$ cat config.mk
export PLATFORM = sky130hd
export DESIGN_NAME = johnson_decoder
export DESIGN_NICKNAME = d
export VERILOG_FILES = /design/src/rtl/johnson_pkg.sv /design/src/rtl/johnson_code_decode.sv /design/src/rtl/johnson_decoder.sv
export SDC_FILE = /design/constraint.sdc
export NUM_CORES = 1
export LEC_CHECK = 0
export ABC_AREA = 1
export CORE_ASPECT_RATIO = 1.4
export CORE_MARGIN = 1.5
export CORE_UTILIZATION = 57
export DETAILED_ROUTE_END_ITERATION = 12
export GPL_ROUTABILITY_DRIVEN = 0
export PLACE_DENSITY_LB_ADDON = 0.3
export SLEW_MARGIN = 20
export SYNTH_ARGS = -nofsm -noshare
export SYNTH_HDL_FRONTEND = slang
export SYNTH_SLANG_ARGS = --single-unit
$ cat constraint.sdc
create_clock -name i_clk -period 2.8 [get_ports i_clk]
set_clock_uncertainty 0.05 [all_clocks]
set_input_delay 0.56 -clock i_clk [delete_from_list [all_inputs] [get_ports i_clk]]
set_output_delay 0.56 -clock i_clk [all_outputs]
set_load 0.02 [all_outputs]
$ cat src/rtl/johnson_pkg.sv
// Shared types and helpers for the Johnson counter decoder.
// N is the counter width (2N states); the decoder and its code helpers are
// sized from it, so a different width is set here.
//   state_t  : lock FSM states
//   IDX_W    : width of a count index 0..2N-1
//   jc2idx   : Johnson code -> index (assumes a legal code)
//   idx2jc   : index -> Johnson code
//   jc_legal : code is one of the 2N legal Johnson codes
package johnson_pkg;

  localparam int N     = 4;
  localparam int MOD   = 2 * N;
  localparam int IDX_W = $clog2(2 * N);

  typedef enum logic {
    UNLOCKED = 1'b0,
    LOCKED   = 1'b1
  } state_t;

  // MSB set: ones fill from the MSB, index is the popcount.
  // MSB clear: ones drain toward bit 0, index counts back from 2N.
  function automatic logic [IDX_W-1:0] jc2idx(input logic [N-1:0] jc);
    int p;
    p = 0;
    for (int b = 0; b < N; b++) p += int'(jc[b]);
    if (jc[N-1])     return IDX_W'(p);
    else if (p == 0) return '0;
    else             return IDX_W'(MOD - p);
  endfunction

  function automatic logic [N-1:0] idx2jc(input logic [IDX_W-1:0] idx);
    logic [N-1:0] c;
    int           i;
    i = int'(idx);
    c = '0;
    for (int b = 0; b < N; b++) begin
      if (i <= N) c[b] = (b >= N - i);
      else        c[b] = (b < MOD - i);
    end
    return c;
  endfunction

  // A code is legal exactly when it survives a round trip through its index.
  function automatic logic jc_legal(input logic [N-1:0] jc);
    return (idx2jc(jc2idx(jc)) == jc);
  endfunction

endpackage

$ cat src/rtl/johnson_code_decode.sv
// Combinational Johnson code decoder.
//   i_jc     : sampled Johnson code, bit N-1 = MSB
//   o_legal  : code is a legal Johnson code
//   o_idx    : count index 0..2N-1 (0 when illegal)
//   o_onehot : one-hot phase, bit o_idx set (all zero when illegal)
module johnson_code_decode
  import johnson_pkg::*;
(
  input  logic [N-1:0]     i_jc,
  output logic             o_legal,
  output logic [IDX_W-1:0] o_idx,
  output logic [MOD-1:0]   o_onehot
);

  always_comb begin
    o_legal  = jc_legal(i_jc);
    o_idx    = '0;
    o_onehot = '0;
    if (o_legal) begin
      o_idx           = jc2idx(i_jc);
      o_onehot[o_idx] = 1'b1;
    end
  end

endmodule

$ cat src/rtl/johnson_decoder.sv
// Receive-side monitor for a Johnson counter: decodes each valid sample,
// checks step continuity, locks after LOCK_CNT consecutive good samples and
// counts errors seen while locked. All outputs are registered.
//
// Optional feature: define JOHNSON_DEC_RECOVER_EN to add o_fix_rst /
// o_fix_preset, active-low per-flop clear/preset strobes that reload the
// counter with the expected next code when a locked step goes bad.
//
// Ports:
//   i_clk, i_rst_n  : clock (rising edge), async active-low reset
//   i_jc, i_jc_vld  : Johnson code sample and its valid
//   o_out_vld       : i_jc_vld delayed one cycle
//   o_idx/o_onehot/o_legal : decode of the last valid sample
//   o_locked        : FSM in LOCKED
//   o_err           : 1-cycle pulse, bad sample while LOCKED
//   o_wrap          : 1-cycle pulse, good step 2N-1 -> 0
//   o_err_cnt       : saturating error count
//
// state    | meaning
// UNLOCKED | counting consecutive good samples in r_run
// LOCKED   | sequence trusted; a bad sample raises err and drops lock
module johnson_decoder
  import johnson_pkg::*;
#(
  parameter int LOCK_CNT = 3,
  parameter int ERR_W    = 8
) (
  input  logic             i_clk,
  input  logic             i_rst_n,
  input  logic [N-1:0]     i_jc,
  input  logic             i_jc_vld,
  output logic             o_out_vld,
  output logic [IDX_W-1:0] o_idx,
  output logic [MOD-1:0]   o_onehot,
  output logic             o_legal,
  output logic             o_locked,
  output logic             o_err,
  output logic             o_wrap,
  output logic [ERR_W-1:0] o_err_cnt
`ifdef JOHNSON_DEC_RECOVER_EN
  ,
  output logic [N-1:0]     o_fix_rst,
  output logic [N-1:0]     o_fix_preset
`endif
);

  localparam int RUN_W = $clog2(LOCK_CNT + 1);

  logic             w_legal;
  logic [IDX_W-1:0] w_idx;
  logic [MOD-1:0]   w_onehot;
  logic [IDX_W-1:0] w_prev_nxt;
  logic             w_good;

  state_t           r_state;
  logic [RUN_W-1:0] r_run;
  logic [IDX_W-1:0] r_prev;
  logic             r_prev_vld;
  logic             r_out_vld;
  logic [IDX_W-1:0] r_idx;
  logic [MOD-1:0]   r_onehot;
  logic             r_legal;
  logic             r_err;
  logic             r_wrap;
  logic [ERR_W-1:0] r_err_cnt;
`ifdef JOHNSON_DEC_RECOVER_EN
  logic [N-1:0]     r_fix_rst;
  logic [N-1:0]     r_fix_preset;
`endif

  johnson_code_decode u_decode (
    .i_jc     (i_jc),
    .o_legal  (w_legal),
    .o_idx    (w_idx),
    .o_onehot (w_onehot)
  );

  // 2N need not be a power of two, so wrap the successor explicitly.
  assign w_prev_nxt = (r_prev == IDX_W'(MOD - 1)) ? '0 : r_prev + 1'b1;
  // Holding the same phase counts as good; with no history any legal code is.
  assign w_good = w_legal &&
                  (!r_prev_vld || (w_idx == w_prev_nxt) || (w_idx == r_prev));

  always_ff @(posedge i_clk or negedge i_rst_n) begin
    if (!i_rst_n) begin
      r_state      <= UNLOCKED;
      r_run        <= '0;
      r_prev       <= '0;
      r_prev_vld   <= 1'b0;
      r_out_vld    <= 1'b0;
      r_idx        <= '0;
      r_onehot     <= '0;
      r_legal      <= 1'b0;
      r_err        <= 1'b0;
      r_wrap       <= 1'b0;
      r_err_cnt    <= '0;
`ifdef JOHNSON_DEC_RECOVER_EN
      r_fix_rst    <= '1;
      r_fix_preset <= '1;
`endif
    end else begin
      r_out_vld    <= i_jc_vld;
      r_err        <= 1'b0;
      r_wrap       <= 1'b0;
`ifdef JOHNSON_DEC_RECOVER_EN
      r_fix_rst    <= '1;
      r_fix_preset <= '1;
`endif
      if (i_jc_vld) begin
        r_idx    <= w_idx;
        r_onehot <= w_onehot;
        r_legal  <= w_legal;
        r_wrap   <= w_good && r_prev_vld &&
                    (r_prev == IDX_W'(MOD - 1)) && (w_idx == '0);
        if (w_legal) begin
          r_prev     <= w_idx;
          r_prev_vld <= 1'b1;
        end
        case (r_state)
          UNLOCKED: begin
            if (w_good) begin
              if (int'(r_run) + 1 >= LOCK_CNT) begin
                r_run   <= RUN_W'(LOCK_CNT);
                r_state <= LOCKED;
              end else begin
                r_run <= r_run + 1'b1;
              end
            end else begin
              r_run <= '0;
            end
          end
          LOCKED: begin
            if (!w_good) begin
              r_err   <= 1'b1;
              r_run   <= '0;
              r_state <= UNLOCKED;
              if (r_err_cnt != '1) r_err_cnt <= r_err_cnt + 1'b1;
`ifdef JOHNSON_DEC_RECOVER_EN
              // Bits that must be 1 get preset, bits that must be 0 get cleared.
              r_fix_preset <= ~idx2jc(w_prev_nxt);
              r_fix_rst    <= idx2jc(w_prev_nxt);
`endif
            end
          end
          default: r_state <= UNLOCKED;
        endcase
      end
    end
  end

  assign o_out_vld    = r_out_vld;
  assign o_idx        = r_idx;
  assign o_onehot     = r_onehot;
  assign o_legal      = r_legal;
  assign o_locked     = (r_state == LOCKED);
  assign o_err        = r_err;
  assign o_wrap       = r_wrap;
  assign o_err_cnt    = r_err_cnt;
`ifdef JOHNSON_DEC_RECOVER_EN
  assign o_fix_rst    = r_fix_rst;
  assign o_fix_preset = r_fix_preset;
`endif

endmodule

* Word level (Yosys, flattened, before mapping) *
Index checks and enable logic that the tools add are counted.

cells by class
  $add $sub $neg = 10
  reduce and logical (&&, ||, !) cells = 13
  bitwise gates (word level) = 2
  equal/unequal tests = 6
  $lt $le $gt $ge = 12
  muxes and demuxes = 24

operators by type and width
  cell                                                                           number
  32-bit by 2-bit adder with 32-bit output                                       2
  3-bit by 32-bit >= comparator with 1-bit output (first input constant)         2
  3-bit by 32-bit less-than comparator with 1-bit output (first input constant)  2
  1-bit by 32-bit >= comparator with 1-bit output (first input constant)         1
  2-bit by 32-bit >= comparator with 1-bit output (first input constant)         1
  32-bit zero test                                                               1
  1-bit by 32-bit less-than comparator with 1-bit output (first input constant)  1
  2-bit by 32-bit less-than comparator with 1-bit output (first input constant)  1
  3-bit 2-to-1 mux                                                               5
  1-bit 2-to-1 mux                                                               12
  8-bit by 1-bit adder with 8-bit output (second input constant)                 1
  8-bit 2-to-1 mux                                                               1
  8-bit inequality test (second input constant)                                  1
  3-bit == test                                                                  2
  2-bit 2-to-1 mux                                                               3
  1-bit logical AND                                                              5
  4-bit by 3-bit subtractor with 5-bit output (first input constant)             1
  4-bit == test                                                                  1
  3-bit by 4-bit less-than comparator with 1-bit output (second input constant)  1
  2-bit case mux with 2 select lines                                             1
  2-bit AND reduction                                                            2
  4-bit AND reduction                                                            1
  3-bit by 3-bit subtractor with 4-bit output (first input constant)             1
  2-bit by 1-bit adder with 3-bit output (second input constant)                 1
  15 further kinds                                                               17

storage, ports and cells
  register bits after elaboration = 30
  logic and storage cells = 78
  output and inout port bits = 24
  input port bits = 7

* Depth between registers and ports, before layout *
  depth in word-level cells = 20
  depth in mapped cells = 23
  mapped depth without buffers = 22

* Modules after synthesis *
A second synthesis with hierarchy kept.

second synthesis, totals
  cells, all modules = 272
  area, all modules = 2020.7 um^2

by module, submodules not included
  module               times used  seq. area each (um^2)  area each (um^2)  cells an instance
  johnson_decoder      1           750.7                  1477.7            173
  johnson_code_decode  1           0.0                    543.0             99

* Worst setup path before layout *
OpenSTA, ideal clock, no wires.

  kind = input-to-reg
  start point = input i_jc[0]
  end point = register r_prev_vld
  buffers on the path = 0
  setup slack = -0.973 ns
  cell stages on the path = 20
  data arrival time = 3.596 ns
  data required time = 2.623 ns
  cells stage by stage = ha_1 inv_1 fa_1 inv_1 ha_1 inv_1 ha_1 o21ai_2 ha_1 inv_1 ha_1 nor2_1 nand3_1 nand2_1 nand2_1 nand2_1 nor2_4 nand3_4 inv_4 or2_2

between the ends
  word-level cells in the longest chain between the ends = 11
  elaborated cells on any way between the ends = 24
  classes of those cells = 6 x add/sub; 9 x order compare; 1 x eq/ne; 6 x mux; 2 x reduce/logical

RTL lines
  element                                                                                                            line                                  text
  start: declaration                                                                                                 johnson_decoder.sv:30                 input logic [N-1:0] i_jc,
  1-bit by 1-bit adder with 2-bit output                                                                             johnson_pkg.sv:25                     for (int b = 0; b < N; b++) p += int'(jc[b]);
  32-bit by 2-bit adder with 32-bit output (2 in series)                                                             johnson_pkg.sv:25
  1-bit by 3-bit subtractor with 3-bit output / 32-bit zero test (equally long branches)                             johnson_pkg.sv:28, johnson_pkg.sv:27
  3-bit 2-to-1 mux                                                                                                   johnson_pkg.sv:27                     else if (p == 0) return '0;
  3-bit 2-to-1 mux                                                                                                   johnson_pkg.sv:26                     if (jc[N-1]) return IDX_W'(p);
  4-bit by 3-bit subtractor with 5-bit output / 3-bit by 3-bit subtractor with 4-bit output (equally long branches)  johnson_pkg.sv:38, johnson_pkg.sv:37
  1-bit by 32-bit less-than comparator with 1-bit output, or another cell as far along                               johnson_pkg.sv:38                     else c[b] = (b < MOD - i);
  1-bit 2-to-1 mux                                                                                                   johnson_pkg.sv:37                     if (i <= N) c[b] = (b >= N - i);
  4-bit == test (*)                                                                                                  johnson_pkg.sv:45                     return (idx2jc(jc2idx(jc)) == jc);
  2-bit AND reduction (no line) (*)                                                                                  -
  end signal: assignment                                                                                             johnson_decoder.sv:89                 r_prev_vld <= 1'b0;
  end signal: assignment                                                                                             johnson_decoder.sv:117                r_prev_vld <= 1'b1;
  end: declaration                                                                                                   johnson_decoder.sv:58                 logic r_prev_vld;

Every way passes the cells marked *; elsewhere a longest branch is shown, timed or not.
A chain may end at the register's enable or synchronous reset.

* Final worst setup path *
  start point = input i_jc[0]
  end point = register r_wrap, in the netlist o_wrap

between the ends
  word-level cells in the longest chain between the ends = 19
  elaborated cells on any way between the ends = 35
  classes of those cells = 6 x add/sub; 9 x order compare; 3 x eq/ne; 9 x mux; 8 x reduce/logical

RTL lines
  element                                                                                                            line                                  text
  1-bit by 1-bit adder with 2-bit output                                                                             johnson_pkg.sv:25
  32-bit by 2-bit adder with 32-bit output (2 in series)                                                             johnson_pkg.sv:25
  1-bit by 3-bit subtractor with 3-bit output / 32-bit zero test (equally long branches)                             johnson_pkg.sv:28, johnson_pkg.sv:27
  3-bit 2-to-1 mux                                                                                                   johnson_pkg.sv:27
  3-bit 2-to-1 mux                                                                                                   johnson_pkg.sv:26
  4-bit by 3-bit subtractor with 5-bit output / 3-bit by 3-bit subtractor with 4-bit output (equally long branches)  johnson_pkg.sv:38, johnson_pkg.sv:37
  1-bit by 32-bit less-than comparator with 1-bit output, or another cell as far along                               johnson_pkg.sv:38
  1-bit 2-to-1 mux                                                                                                   johnson_pkg.sv:37
  4-bit == test                                                                                                      johnson_pkg.sv:45
  3-bit 2-to-1 mux                                                                                                   johnson_code_decode.sv:19             if (o_legal) begin
  3-bit == test                                                                                                      johnson_decoder.sv:82                 (!r_prev_vld || (w_idx == w_prev_nxt) || (w_idx == r_prev));
  1-bit logical OR (2 in series)                                                                                     johnson_decoder.sv:82
  1-bit logical AND                                                                                                  johnson_decoder.sv:81                 assign w_good = w_legal &&
  1-bit logical AND (2 in series)                                                                                    johnson_decoder.sv:113                r_wrap <= w_good && r_prev_vld &&
  1-bit logical AND (*)                                                                                              johnson_decoder.sv:114                (r_prev == IDX_W'(MOD - 1)) && (w_idx == '0);
  1-bit 2-to-1 mux (*)                                                                                               johnson_decoder.sv:109                if (i_jc_vld) begin
  end signal: assignment                                                                                             johnson_decoder.sv:113
  end: declaration                                                                                                   johnson_decoder.sv:64                 logic r_wrap;

Every way passes the cells marked *; elsewhere a longest branch is shown, timed or not. The select of a mux whose other input is x is not followed.

==> impl_metrics.xml <==
<?xml version="1.0" encoding="UTF-8"?>
<metrics>
  <group name="outcome">
    <metric name="outcome" unit="">complete, but fails checks</metric>
    <metric name="violations_in_the_final_reports" unit="">negative setup slack</metric>
  </group>
  <group name="final_layout">
    <metric name="area_growth_syn_to_layout" unit="%">49.2</metric>
    <metric name="post_route_cells_drive_above_1_share" unit="">0.375</metric>
    <metric name="ant_diodes" unit="">0</metric>
    <metric name="layout.filler_cells" unit="">144</metric>
    <metric name="design.final.nets" unit="">310</metric>
  </group>
  <group name="floorplanning">
    <metric name="die_area" unit="sq um">3540</metric>
    <metric name="io_pins" unit="">31</metric>
    <metric name="floorplan.die.width" unit="um">50.7</metric>
    <metric name="die_height" unit="um">69.8</metric>
    <metric name="core_area" unit="sq um">3060</metric>
    <metric name="initial_cell_density_of_the_core" unit="">0.593</metric>
    <metric name="placement_rows" unit="">24</metric>
  </group>
  <group name="timing">
    <metric name="layout_setup_ws" unit="ns">-0.585</metric>
    <metric name="finalCriticalPeriod" unit="ns">3.39</metric>
    <metric name="relSlewSlack" unit="">0.737</metric>
    <metric name="holdWs" unit="ns">0.450</metric>
    <metric name="achievable-frequency" unit="GHz">0.295</metric>
    <metric name="final_max_slew_viol_count" unit="">0</metric>
    <metric name="timing_hold_violations_final" unit="">0</metric>
    <metric name="rsz0062_at_grt" unit="">true</metric>
    <metric name="fin_setup_tns" unit="ns">-16.02</metric>
    <metric name="finalSetupViolations" unit="">29</metric>
    <metric name="final.period_utilization" unit="">1.21</metric>
    <metric name="worst_slew_pin_slew" unit="ns">0.394</metric>
  </group>
  <group name="place">
    <metric name="dpl.hpwl" unit="um">3130</metric>
    <metric name="placement_stage_worst_setup_slack" unit="ns">-1.26</metric>
    <metric name="port-buffer-count" unit="">30</metric>
  </group>
  <group name="synth">
    <metric name="synth.cell_area" unit="sq um">1820</metric>
    <metric name="asyncSetResetFlopFracSynth" unit="">1.00</metric>
    <metric name="leading_cell_type_by_number_of_instances_after_synthesis" unit="">nand2_1</metric>
    <metric name="synth_top_cell_area_share" unit="">0.413</metric>
    <metric name="synth_common_cells" unit="">nand2_1 (80), dfrtp_1 (30), nand3_1 (21)</metric>
    <metric name="part_of_the_yosys_area_used_for_sequential_elements" unit="">0.413</metric>
    <metric name="synthDistinctLibCells" unit="">26</metric>
    <metric name="synthCells" unit="">225</metric>
    <metric name="synthesis.area_per_instance" unit="sq um">8.07</metric>
    <metric name="synth-seq-cells" unit="">30</metric>
    <metric name="netlist_top_cells_area" unit="">dfrtp_1 (41%), nand2_1 (17%), ha_1 (8.3%)</metric>
    <metric name="synth_fp_nets" unit="">245</metric>
    <metric name="ys_dominant_reg_cell" unit="">dfrtp_1</metric>
    <metric name="synth_edf_count" unit="">0</metric>
    <metric name="synth_top_cell_by_area" unit="">dfrtp_1</metric>
    <metric name="synth.yosys.warnings" unit="">0</metric>
  </group>
  <group name="min_path">
    <metric name="hp-start" unit="">o_onehot[7]</metric>
    <metric name="hold_class" unit="">register to register</metric>
  </group>
  <group name="clocking">
    <metric name="cts.root.buffer_cell" unit="">clkbuf_8</metric>
    <metric name="clkLatencyLatePin" unit="ns">0.29</metric>
    <metric name="tritoncts" unit="">yes</metric>
    <metric name="cts_hold_bufs" unit="">0</metric>
    <metric name="clock_tree.buffer_depth" unit="">2</metric>
    <metric name="cts-buffers-inserted" unit="">5</metric>
    <metric name="path_clk_slew" unit="ns">0.07</metric>
    <metric name="cts-htree-levels" unit="">2</metric>
    <metric name="cts_sinks" unit="">30</metric>
  </group>
  <group name="setup_path">
    <metric name="timing.rr.end" unit="">o_err_cnt[6]</metric>
    <metric name="critPathTopFamily" unit="">adder cells</metric>
    <metric name="worstSetupStartpointType" unit="">input port</metric>
    <metric name="regToRegSetupSlack" unit="ns">0.57</metric>
    <metric name="worst-endpoint-arrival" unit="ns">3.57</metric>
    <metric name="worst_setup_path_startpoint" unit="">i_jc[0]</metric>
    <metric name="cell_chain_of_the_critical_path" unit="">buf_8 -&gt; ha_4 -&gt; inv_2 -&gt; fa_2 -&gt; inv_2 -&gt; ha_4 -&gt; inv_4 -&gt; ha_4 -&gt; o21ai_4 -&gt; ha_2 -&gt; inv_2 -&gt; ha_4 -&gt; nor2_4 -&gt; nand3_2 -&gt; nand3b_1 -&gt; nand2_2 -&gt; nor2_4 -&gt; nand3_4 -&gt; inv_6 -&gt; nand2_4 -&gt; nor2_4</metric>
    <metric name="crit_slowest_cell" unit="">fa_2</metric>
    <metric name="critPathRequiredTime" unit="ns">2.98</metric>
    <metric name="path_buf_inv" unit="">6</metric>
    <metric name="critical_register_to_register_path_startpoint" unit="">r_prev[0]</metric>
    <metric name="worst_setup_path_endpoint" unit="">o_wrap</metric>
    <metric name="crit_cells" unit="">21</metric>
    <metric name="worst_path_most_repeated_cell" unit="">ha_4</metric>
    <metric name="worst-setup-path-type" unit="">input port to register</metric>
    <metric name="length_in_cells_of_the_worst_reg_to_reg_path" unit="">9</metric>
    <metric name="timing.critical_path.fanout_max" unit="">7</metric>
    <metric name="timing.critical_path.slowest_cell_delay" unit="ns">0.32</metric>
    <metric name="crit_path_end_kind" unit="">register</metric>
  </group>
  <group name="route">
    <metric name="wirelength" unit="um">5360</metric>
    <metric name="dr_drc_count" unit="">0</metric>
    <metric name="drt-vias-per-instance" unit="">5.52</metric>
    <metric name="route.vias.total" unit="">1823</metric>
    <metric name="drt_first_iter_violations" unit="">77</metric>
    <metric name="postRouteAntennaNets" unit="">0</metric>
    <metric name="drt_pre_antenna_iters" unit="">4</metric>
    <metric name="route.detailed.wl_per_inst" unit="um">16.2</metric>
  </group>
  <group name="flow_run">
    <metric name="maxCapViolCount" unit="">0</metric>
  </group>
  <group name="global_routing">
    <metric name="first_global_vias" unit="">1832</metric>
    <metric name="grt_pass1_wl" unit="um">7950</metric>
    <metric name="global_route.usage.total" unit="">0.301</metric>
    <metric name="antenna_found_initial" unit="">0</metric>
    <metric name="globalRoute.totalOverflow" unit="">0</metric>
    <metric name="grt_start_max_net_pins" unit="">31</metric>
  </group>
  <group name="power_and_ir_drop">
    <metric name="worst_ir_drop_vdd" unit="mV">0.512</metric>
    <metric name="p_leak" unit="nW">1.34</metric>
    <metric name="power-per-cell-area" unit="nW/um^2">631</metric>
    <metric name="total_power_consumption_of_the_routed_design" unit="W">0.00171</metric>
  </group>
</metrics>
cell usage in the layout (no fill, tap or decap), types with 4 or more instances in the layout:
cell,synthesis,layout
inv_2,2,7
clkbuf_8,0,6
dfrtp_1,30,30
ha_4,0,4
clkdlybuf4s50_1,0,26
nor2_1,10,8
nand2_2,4,21
ha_1,12,7
nand3_1,21,11
inv_1,18,12
nand3_2,1,11
nor2_4,3,5
o21ai_2,2,6
xnor2_1,6,6
buf_4,0,28
nand4_1,8,8
nand2_1,80,61
layout make-up:
class	count	area [sq um]	share of cell area
well taps	39	48.8	0.0180
repair inverters	1	6.26	0.00231
clock buffers	6	82.6	0.0305
multi-input cells	171	1190	0.438
clock inverters	2	12.5	0.00462
inverters	21	86.3	0.0319
flip-flops and latches	30	751	0.277
repair buffers	60	537	0.198
cell families (layout without fill, tap and decap cells):
group           after synthesis  after routing  synth area share
flops                        30             30             0.413
xor+xnor                      9              9            0.0434
simple gates                134            135             0.346
buf+inv                      25             90            0.0572
mux                           1              1           0.00551
compound gates               13             13            0.0406
fa+ha+maj                    13             13            0.0937
worst min-delay path by stage:
stage,end,cells past startpoint
finish,o_onehot[7],2
global route,o_onehot[7],2
CTS,o_onehot[6],2
detailed placement,o_legal,2
global placement,o_idx[1],2
floorplan,o_err,0
power by group:
part | internal [W] | switching (W) | leakage [nW]
logic | 0.000337 | 0.000466 | 0.889
clock network | 0.000197 | 0.000180 | 0.0472
registers | 0.000481 | 0.0000494 | 0.407
total | 0.00102 | 0.000695 | 1.34
through the flow:
step | util | std cells | cell area (sq um)
finish | 0.885 | 330 | 2710
global route | 0.885 | 330 | 2710
CTS | 0.855 | 327 | 2620
detailed placement | 0.795 | 316 | 2440
global placement | 0.795 | 316 | 2440
floorplan | - | 225 | 1910
state kept, by name, summed over array words and instances, names as in the netlist, 2 cells and up:
| name | cells |
|---|---|
| o_err_cnt | 8 |
| o_onehot | 8 |
| o_idx | 3 |
| r_prev | 3 |
| r_run | 2 |
layer usage:
metal  GRT usage  vias up  wire, um
li1            -      850         -
met1       0.303      885      1940
met2       0.554       70      3040
met3      0.0690       18       225
met4       0.156        0       154
met5           0        -         0
worst min-delay path, delay by kind of cell (launching register included):
family / cells / cell delay (ns)
AND/OR/NAND/NOR: 2 / 0.11
flip-flops: 1 / 0.35
repair_timing:
action,4_1_cts,5_1_grt
pin swaps,19,17
endpoints found under the setup margin,29,29
cloned,1,1
buffers inserted,2,2
resized for setup,34,20
Power figures use the tool's default switching activity.
